<file path="config.mk">
export PLATFORM = sky130hd
export DESIGN_NAME = mips_instr_encoder
export DESIGN_NICKNAME = d
export VERILOG_FILES = /design/src/rtl/mips_enc_pkg.sv /design/src/rtl/mips_instr_pack.sv /design/src/rtl/mips_instr_encoder.sv
export SDC_FILE = /design/constraint.sdc
export NUM_CORES = 1
export LEC_CHECK = 0
export CAP_MARGIN = 25
export CORE_ASPECT_RATIO = 1.5
export CORE_MARGIN = 1.5
export CORE_UTILIZATION = 47
export DETAILED_ROUTE_END_ITERATION = 10
export GPL_ROUTABILITY_DRIVEN = 0
export GPL_TIMING_DRIVEN = 1
export MAX_ROUTING_LAYER = met4
export PLACE_DENSITY = 0.85
export RECOVER_POWER = 100
export SLEW_MARGIN = 20
export SYNTH_ARGS = -nofsm -noshare
export SYNTH_HDL_FRONTEND = slang
export SYNTH_HIERARCHICAL = 1
export SYNTH_SLANG_ARGS = --single-unit
</file>
<file path="constraint.sdc">
create_clock -name clk -period 3.5 [get_ports clk]
set_input_delay 0.7 -clock clk [delete_from_list [all_inputs] [get_ports clk]]
set_output_delay 0.7 -clock clk [all_outputs]
set_load 0.05 [all_outputs]
</file>
<file path="src/rtl/mips_enc_pkg.sv">
// ============================================================================
// mips_enc_pkg : class codes, opcode/funct constants and FSM states
// Rev 1.0
// ============================================================================
`default_nettype none

package mips_enc_pkg;

  typedef enum logic [2:0] {
    CLS_ADD = 3'd0,
    CLS_SUB = 3'd1,
    CLS_AND = 3'd2,
    CLS_OR  = 3'd3,
    CLS_SLT = 3'd4,
    CLS_LW  = 3'd5,
    CLS_SW  = 3'd6,
    CLS_BEQ = 3'd7
  } req_class_e;

  localparam logic [5:0] OP_RTYPE = 6'b000000;
  localparam logic [5:0] OP_LW    = 6'b100011;
  localparam logic [5:0] OP_SW    = 6'b101011;
  localparam logic [5:0] OP_BEQ   = 6'b000100;

  localparam logic [5:0] FN_ADD = 6'b100000;
  localparam logic [5:0] FN_SUB = 6'b100010;
  localparam logic [5:0] FN_AND = 6'b100100;
  localparam logic [5:0] FN_OR  = 6'b100101;
  localparam logic [5:0] FN_SLT = 6'b101010;

  typedef enum logic [0:0] {
    ST_IDLE = 1'b0,
    ST_SEND = 1'b1
  } enc_state_e;

endpackage

`default_nettype wire

</file>
<file path="src/rtl/mips_instr_pack.sv">
// ============================================================================
// mips_instr_pack : combinational assembly of a MIPS word from class + fields
// Rev 1.0
// ============================================================================
`default_nettype none

module mips_instr_pack
  import mips_enc_pkg::*;
(
  input  logic [2:0]  class_i,
  input  logic [4:0]  rs_i,
  input  logic [4:0]  rt_i,
  input  logic [4:0]  rd_i,
  input  logic [15:0] imm_i,
  output logic [31:0] word_o
);

  req_class_e w_class;
  logic [5:0] w_funct;
  logic [5:0] w_opcode;
  logic       w_rtype;

  assign w_class = req_class_e'(class_i);

  always_comb begin
    w_rtype  = 1'b1;
    w_opcode = OP_RTYPE;
    w_funct  = FN_ADD;
    case (w_class)
      CLS_ADD: w_funct = FN_ADD;
      CLS_SUB: w_funct = FN_SUB;
      CLS_AND: w_funct = FN_AND;
      CLS_OR:  w_funct = FN_OR;
      CLS_SLT: w_funct = FN_SLT;
      CLS_LW:  begin w_rtype = 1'b0; w_opcode = OP_LW;  end
      CLS_SW:  begin w_rtype = 1'b0; w_opcode = OP_SW;  end
      CLS_BEQ: begin w_rtype = 1'b0; w_opcode = OP_BEQ; end
      default: w_funct = FN_ADD;
    endcase
  end

  // R-type ignores the immediate; I-type ignores rd
  assign word_o = w_rtype ? {w_opcode, rs_i, rt_i, rd_i, 5'b00000, w_funct}
                          : {w_opcode, rs_i, rt_i, imm_i};

endmodule

`default_nettype wire

</file>
<file path="src/rtl/mips_instr_encoder.sv">
// ============================================================================
// mips_instr_encoder : accepts an instruction request, latches the encoded
// word and streams it out as four bytes. Rev 1.0
// ============================================================================
`default_nettype none

module mips_instr_encoder
  import mips_enc_pkg::*;
#(
  parameter int COUNT_W   = 8,
  parameter bit MSB_FIRST = 1'b1
) (
  input  logic               clk,
  input  logic               rst,
  input  logic               req_valid,
  output logic               req_ready,
  input  logic [2:0]         req_class,
  input  logic [4:0]         req_rs,
  input  logic [4:0]         req_rt,
  input  logic [4:0]         req_rd,
  input  logic [15:0]        req_imm,
  output logic [7:0]         tx_data,
  output logic               tx_valid,
  input  logic               tx_ready,
  output logic               tx_last,
  output logic [31:0]        instr_word,
  output logic [COUNT_W-1:0] instr_count
);

  enc_state_e         state_q, state_d;
  logic [1:0]         idx_q, idx_d;
  logic [31:0]        word_q, word_d;
  logic [COUNT_W-1:0] count_q, count_d;
  logic [31:0]        w_packed;
  logic [1:0]         w_byte_sel;

  mips_instr_pack u_pack (
    .class_i (req_class),
    .rs_i    (req_rs),
    .rt_i    (req_rt),
    .rd_i    (req_rd),
    .imm_i   (req_imm),
    .word_o  (w_packed)
  );

  generate
    if (MSB_FIRST) begin : g_msb_first
      assign w_byte_sel = ~idx_q;
    end else begin : g_lsb_first
      assign w_byte_sel = idx_q;
    end
  endgenerate

  always_comb begin
    state_d = state_q;
    idx_d   = idx_q;
    word_d  = word_q;
    count_d = count_q;
    case (state_q)
      ST_IDLE: begin
        if (req_valid) begin
          word_d  = w_packed;
          idx_d   = 2'd0;
          state_d = ST_SEND;
        end
      end
      ST_SEND: begin
        if (tx_ready) begin
          idx_d = idx_q + 2'd1;
          if (idx_q == 2'd3) begin
            count_d = count_q + COUNT_W'(1);
            state_d = ST_IDLE;
          end
        end
      end
      default: state_d = ST_IDLE;
    endcase
  end

  always_ff @(posedge clk or posedge rst) begin
    if (rst) begin
      state_q <= ST_IDLE;
      idx_q   <= 2'd0;
      word_q  <= 32'd0;
      count_q <= '0;
    end else begin
      state_q <= state_d;
      idx_q   <= idx_d;
      word_q  <= word_d;
      count_q <= count_d;
    end
  end

  always_comb begin
    tx_data = word_q[7:0];
    case (w_byte_sel)
      2'd0: tx_data = word_q[7:0];
      2'd1: tx_data = word_q[15:8];
      2'd2: tx_data = word_q[23:16];
      2'd3: tx_data = word_q[31:24];
      default: tx_data = word_q[7:0];
    endcase
  end

  // Handshake outputs come straight from the state register
  assign req_ready   = (state_q == ST_IDLE);
  assign tx_valid    = (state_q == ST_SEND);
  assign tx_last     = (state_q == ST_SEND) && (idx_q == 2'd3);
  assign instr_word  = word_q;
  assign instr_count = count_q;

endmodule

`default_nettype wire
</file>
-- After elaboration in Yosys (flattened, before gate mapping)
Index checks and enable logic that the tools add are counted.
W data, S select, Z words.
- add/sub/neg operators: 2
- reduce and logical (&&, ||, !) cells: 6
- bitwise gates (word level): 2
- $mul: 0
- shift-type cells: 0
- mux-type cells: 11
- order comparisons: 0
- equality and inequality tests: 13
- divide/modulo/power cells: 0
- operator list (kind ; number):
    $pmux W8 S4 ; 1
    $pmux W6 S3 ; 1
    $mux W16 ; 1
    $pmux W4 S4 ; 1
    $eq A3 B3 Y1 const B ; 4
    $add A8 B1 Y8 const B ; 1
    $eq A2 B2 Y1 const B ; 3
    $eq A3 B2 Y1 const B ; 2
    $mux W2 ; 2
    $ne A2 B2 Y1 const B ; 2
    $pmux W2 S2 ; 1
    $reduce_and A2 Y1 ; 2
    $eq A3 B1 Y1 const B ; 1
    $mux W1 ; 3
    $reduce_and A3 Y1 ; 1
    $reduce_or A3 Y1 ; 1
    $add A2 B1 Y2 const B ; 1
    $eq A2 B1 Y1 const B ; 1
    $logic_not A2 Y1 ; 1
    $not A2 Y2 ; 1
    $pmux W1 S2 ; 1
    $logic_and A1 B1 Y1 ; 1
    $not A1 Y1 ; 1
- memories kept: 0
- output and inout port bits: 51
- bits in read-only memories: 0
- bits in latches: 0
- bits in writable memories: 0
- word-level logic and storage cells: 38
- register bits: 43
- input bits: 38

-- Logic depth before layout (Yosys ltp)
- depth in word-level cells: 4
- gate-level depth with buffers: 5
- gate-level depth less buffers: 4

-- Modules after synthesis
Netlist, hierarchy kept.
- modules (own cells, without submodules) (module ; instances ; seq. area each (µm²) ; cells each ; area each (µm²)):
    mips_instr_encoder ; 1 ; 1076.0 ; 155 ; 1971.9
    mips_instr_pack ; 1 ; 0.0 ; 48 ; 345.3

-- Least setup slack after synthesis
OpenSTA, ideal clock, no wires.
- path type: reg-to-output
- from: reg idx_q[0]
- to: out tx_data[0]
- arrival: 1.835 ns
- data required time: 2.800 ns
- setup slack: 0.965 ns
- stages on the path, launching flop included: 4
- path buffers: 1
- path through: dfrtp_1 -> ha_1 -> clkbuf_1 -> mux2i_1
- longest elaborated chain between the ends: 3
- ends and longest elaborated chain (what ; line ; source):
    start: declaration ; mips_instr_encoder.sv:31 ; logic [1:0] idx_q, idx_d;
    start signal: assignment ; mips_instr_encoder.sv:88 ; idx_q <= idx_d;
    $not A2 Y2 * ; mips_instr_encoder.sv:48 ; assign w_byte_sel = ~idx_q;
    $eq A2 B2 Y1 (tied with other cells) ; mips_instr_encoder.sv:96 ; case (w_byte_sel)
    $pmux W8 S4 * ; mips_instr_encoder.sv:96 ;
    end: declaration ; mips_instr_encoder.sv:22 ; output logic [7:0] tx_data,
Every way passes the cells marked *; elsewhere a longest branch is shown, timed or not.

-- Worst setup path in the final report
- from: reg idx_q[0]
- to: out tx_data[1]
The elaborated chain is that of the path after synthesis.

==> reports/summary.txt <==
Maximum vdd ir drop - 0.597 mV
Vias - 1738
P_int - 1.54 mW
Violations in the final reports - max-capacitance violations, max-slew violations
Sum of met2 wire segment lengths after detailed routing - 2920 um
H-Tree Depth - 2
Cts hold-fix bufs - 0
Leftover overflow at the end of global routing - 0
Clock tree from TritonCTS - built
Share of total power in sequential cells - 26.5%
Mapped Nets - 247
CTS max path bufs - 2
Startpoint of the tightest hold check path - instr_count[7]$_DFFE_PP0P_
Max-slew violation count - 44
Count of boundary I/O pins - 89
Cell leakage power - 1.44 nW
Number of hold violations in the final report - 0
Combinational Power Share - 63.7%
Critical path required time - 2.80 ns
GRT Total Usage - 22.2%
HPWL after DPL - 4030 um
Clk_lat worst skew - 0.30 ns
Post-cts repair resize count - 0
Number of warning messages in the yosys log - 6
Net switching share of the total power - 53.3%
Launching point of the worst reg2reg path - tx_valid$_DFF_PP0_
Cell count of the worst hold path - 1
Max Cap Violations - 1
Register area share after synthesis - 46.4%
Final sum of negative setup slack - 0 ns
Arrival time at the worst endpoint - 2.47 ns
Antenna violations before repair - 0
Min Clock Period, post-route - 3.17 ns
Rel. slew slack - -8.60%
Starting utilization of the core area - 48.6%
Clock root buffer - sky130_fd_sc_hd__clkbuf_8
Ratio of cells with drive above 1 in the final layout - 13.8%
Routed via count divided by cell count - 5.10
Number of buffers created by CTS - 5
Register bit total from synthesis - 43
Reg2Reg Depth - 3
Tightest hold margin - 0.472 ns
Number of global-route vias before repair - 1736
FF-to-FF setup slack - 1.01 ns
Maximum frequency from static timing analysis - 0.315 GHz
Reg-to-reg endpoint - instr_word[24]$_DFFE_PP0P_
Horizontal extent of the die - 60.3 um
Met3 Wirelength - 232 um
Number of enable-type register cells in the synthesized netlist - 0
Crit Path Category - reg -> out
Final Skew - 0.00450 ns
Setup ws final - 0.330 ns
Pin count of the biggest net entering global routing - 44
Remaining antenna violation count after routing - 0
Number of nets in the finished design - 319
Switching pwr - 1.76 mW
Post-CTS Setup Bufs - 0
Utilization after layout - 66.3%
Outcome - finished with violations
Final wirelength - 5400 um
Post-Route M1 WL - 2140 um
Mapped Avg Cell Area - 11.4 um2
Total die area - 5370 um2
RSZ-0062 raised after global routing - no
PwrDens - 1040 nW/um2
CP Capture Type - output pin
Diode count - 0
Post-synthesis cell area - 2320 um2
First-iteration detailed-routing DRC count - 114
Worst slack, placed - 0.683 ns
First-pass GRT wire length - 8450 um
Endpoints failing setup - 0
Clock sink count - 43
Capture endpoint of the worst hold path - instr_count[7]$_DFFE_PP0P_
Area growth from synthesis to final layout - 36.4%
Max FO, Critical Path - 8
Setup crit start kind - flip-flop
Synth Flop Type - sky130_fd_sc_hd__dfrtp_1
Uppermost routed layer - met4
Slew @ Worst Pin - 1.63 ns
# DRC - 0
Clock-pin slew reported for the worst setup and hold paths after clock tree synthesis - 0.08 ns
Proportion of register bits with asynchronous set or reset after synthesis - 100%
First-pass DRT Iterations - 5
Num rows - 31
DR WL/cell - 15.8 um
Number of port buffers - 88
Number of distinct standard cells referenced by the synthesized netlist - 32
Synthesized instance count - 203
Area of the core region - 4770 um2
Portion of total power attributed to the clock network - 9.8%
Post-route clock period utilization - 90.6%
Die boundary height - 89.0 um
Min-delay worst type - reg -> reg
## layout by cell type, fill, tap and decap left out, drive strengths merged, types with 8 or more instances in the layout
cell type,count
nand2,17
inv,14
dlygate4sd3,54
o21ai,12
clkdlybuf4s50,34
mux2,30
clkbuf,8
dfrtp,43
and2,8
a222oi,8
mux2i,10
## sequential cells by signal (all words and copies together), names as in the netlist
| name | cells |
|---|---|
| instr_count | 8 |
| tx_valid | 1 |
| instr_word | 32 |
| idx_q | 2 |
## power groups by stage
stage / registers [mW] / clock network, mW / logic (mW)
final: 0.875 / 0.323 / 2.10
after global routing: 0.908 / 0.347 / 2.20
after CTS: 0.892 / 0.327 / 2.24
after detailed placement: 0.899 / 0 / 2.24
after global placement: 0.897 / 0 / 2.19
after floorplan: 1.54 / 0 / 0.847
## kinds of logic after synthesis
logic type	count (synthesis)	share of synthesized area (%)
flip-flops	43	46.4
AO/OA/AOI/OAI	26	8.42
XOR/XNOR	9	3.40
buffers and inverters	39	9.93
multiplexers	40	19.1
adder cells (fa/ha/maj)	6	3.24
other	1	0.162
AND/OR/NAND/NOR	39	9.34
## layer usage
metal	global-route usage, %	vias up
met1	25.9	847
met5	-	-
met3	4.05	9
li1	-	826
met2	37.7	56
met4	7.47	0
## critical path: stages (launching register included)
cell and delay [ns]:
sky130_fd_sc_hd__dfrtp_1 0.43, sky130_fd_sc_hd__inv_1 0.09, sky130_fd_sc_hd__ha_1 0.33, sky130_fd_sc_hd__a222oi_1 0.42, sky130_fd_sc_hd__mux2i_1 0.11, sky130_fd_sc_hd__dlygate4sd3_1 0.78
## cells in the mapped netlist (2+ instances only)
master | number | share of area (%)
sky130_fd_sc_hd__a21oi_1 | 2 | 0.43
sky130_fd_sc_hd__a222oi_1 | 8 | 3.5
sky130_fd_sc_hd__and2_1 | 7 | 1.9
sky130_fd_sc_hd__buf_4 | 18 | 5.8
sky130_fd_sc_hd__buf_6 | 2 | 0.97
sky130_fd_sc_hd__clkbuf_1 | 3 | 0.49
sky130_fd_sc_hd__dfrtp_1 | 43 | 46
sky130_fd_sc_hd__ha_1 | 6 | 3.2
sky130_fd_sc_hd__inv_1 | 14 | 2.3
sky130_fd_sc_hd__mux2_2 | 28 | 14
sky130_fd_sc_hd__mux2i_1 | 10 | 4.3
sky130_fd_sc_hd__nand2_1 | 17 | 2.8
sky130_fd_sc_hd__nand3_1 | 2 | 0.43
sky130_fd_sc_hd__nor2_1 | 6 | 0.97
sky130_fd_sc_hd__nor3_2 | 2 | 0.86
sky130_fd_sc_hd__o21a_1 | 2 | 0.65
sky130_fd_sc_hd__o21ai_0 | 11 | 2.4
sky130_fd_sc_hd__xnor2_1 | 3 | 1.1
sky130_fd_sc_hd__xor2_1 | 6 | 2.3
## layout make-up
type	instances	area, um2
Sequential cell	43	1080
Clock inverter	1	5.00
Inverter	14	52.6
Multi-Input combinational cell	121	975
Tap cell	66	82.6
Timing Repair Buffer	90	888
Clock buffer	6	82.6
Fill cell	395	1610
## how the worst max path moves through the flow
stage / start / slack, ns / endpoint
2_1_floorplan: idx_q[0]$_DFFE_PP0P_ / 0.97 / tx_data[0]
3_3_place_gp: idx_q[0]$_DFFE_PP0P_ / 0.81 / tx_data[1]
3_5_place_dp: idx_q[0]$_DFFE_PP0P_ / 0.68 / tx_data[1]
4_1_cts: idx_q[0]$_DFFE_PP0P_ / 0.36 / tx_data[1]
5_1_grt: idx_q[1]$_DFFE_PP0P_ / 0.17 / tx_data[5]
6_report: idx_q[0]$_DFFE_PP0P_ / 0.33 / tx_data[1]
## per-stage QoR
stage / instance area, um2 / cells / total power [mW]
final: 3160 / 341 / 3.30
after global placement: 3120 / 334 / 3.09
after global routing: 3160 / 341 / 3.45
after detailed placement: 3120 / 334 / 3.13
after floorplan: 2320 / 203 / 2.39
after CTS: 3210 / 341 / 3.46
(Power assumes the default switching activity.)
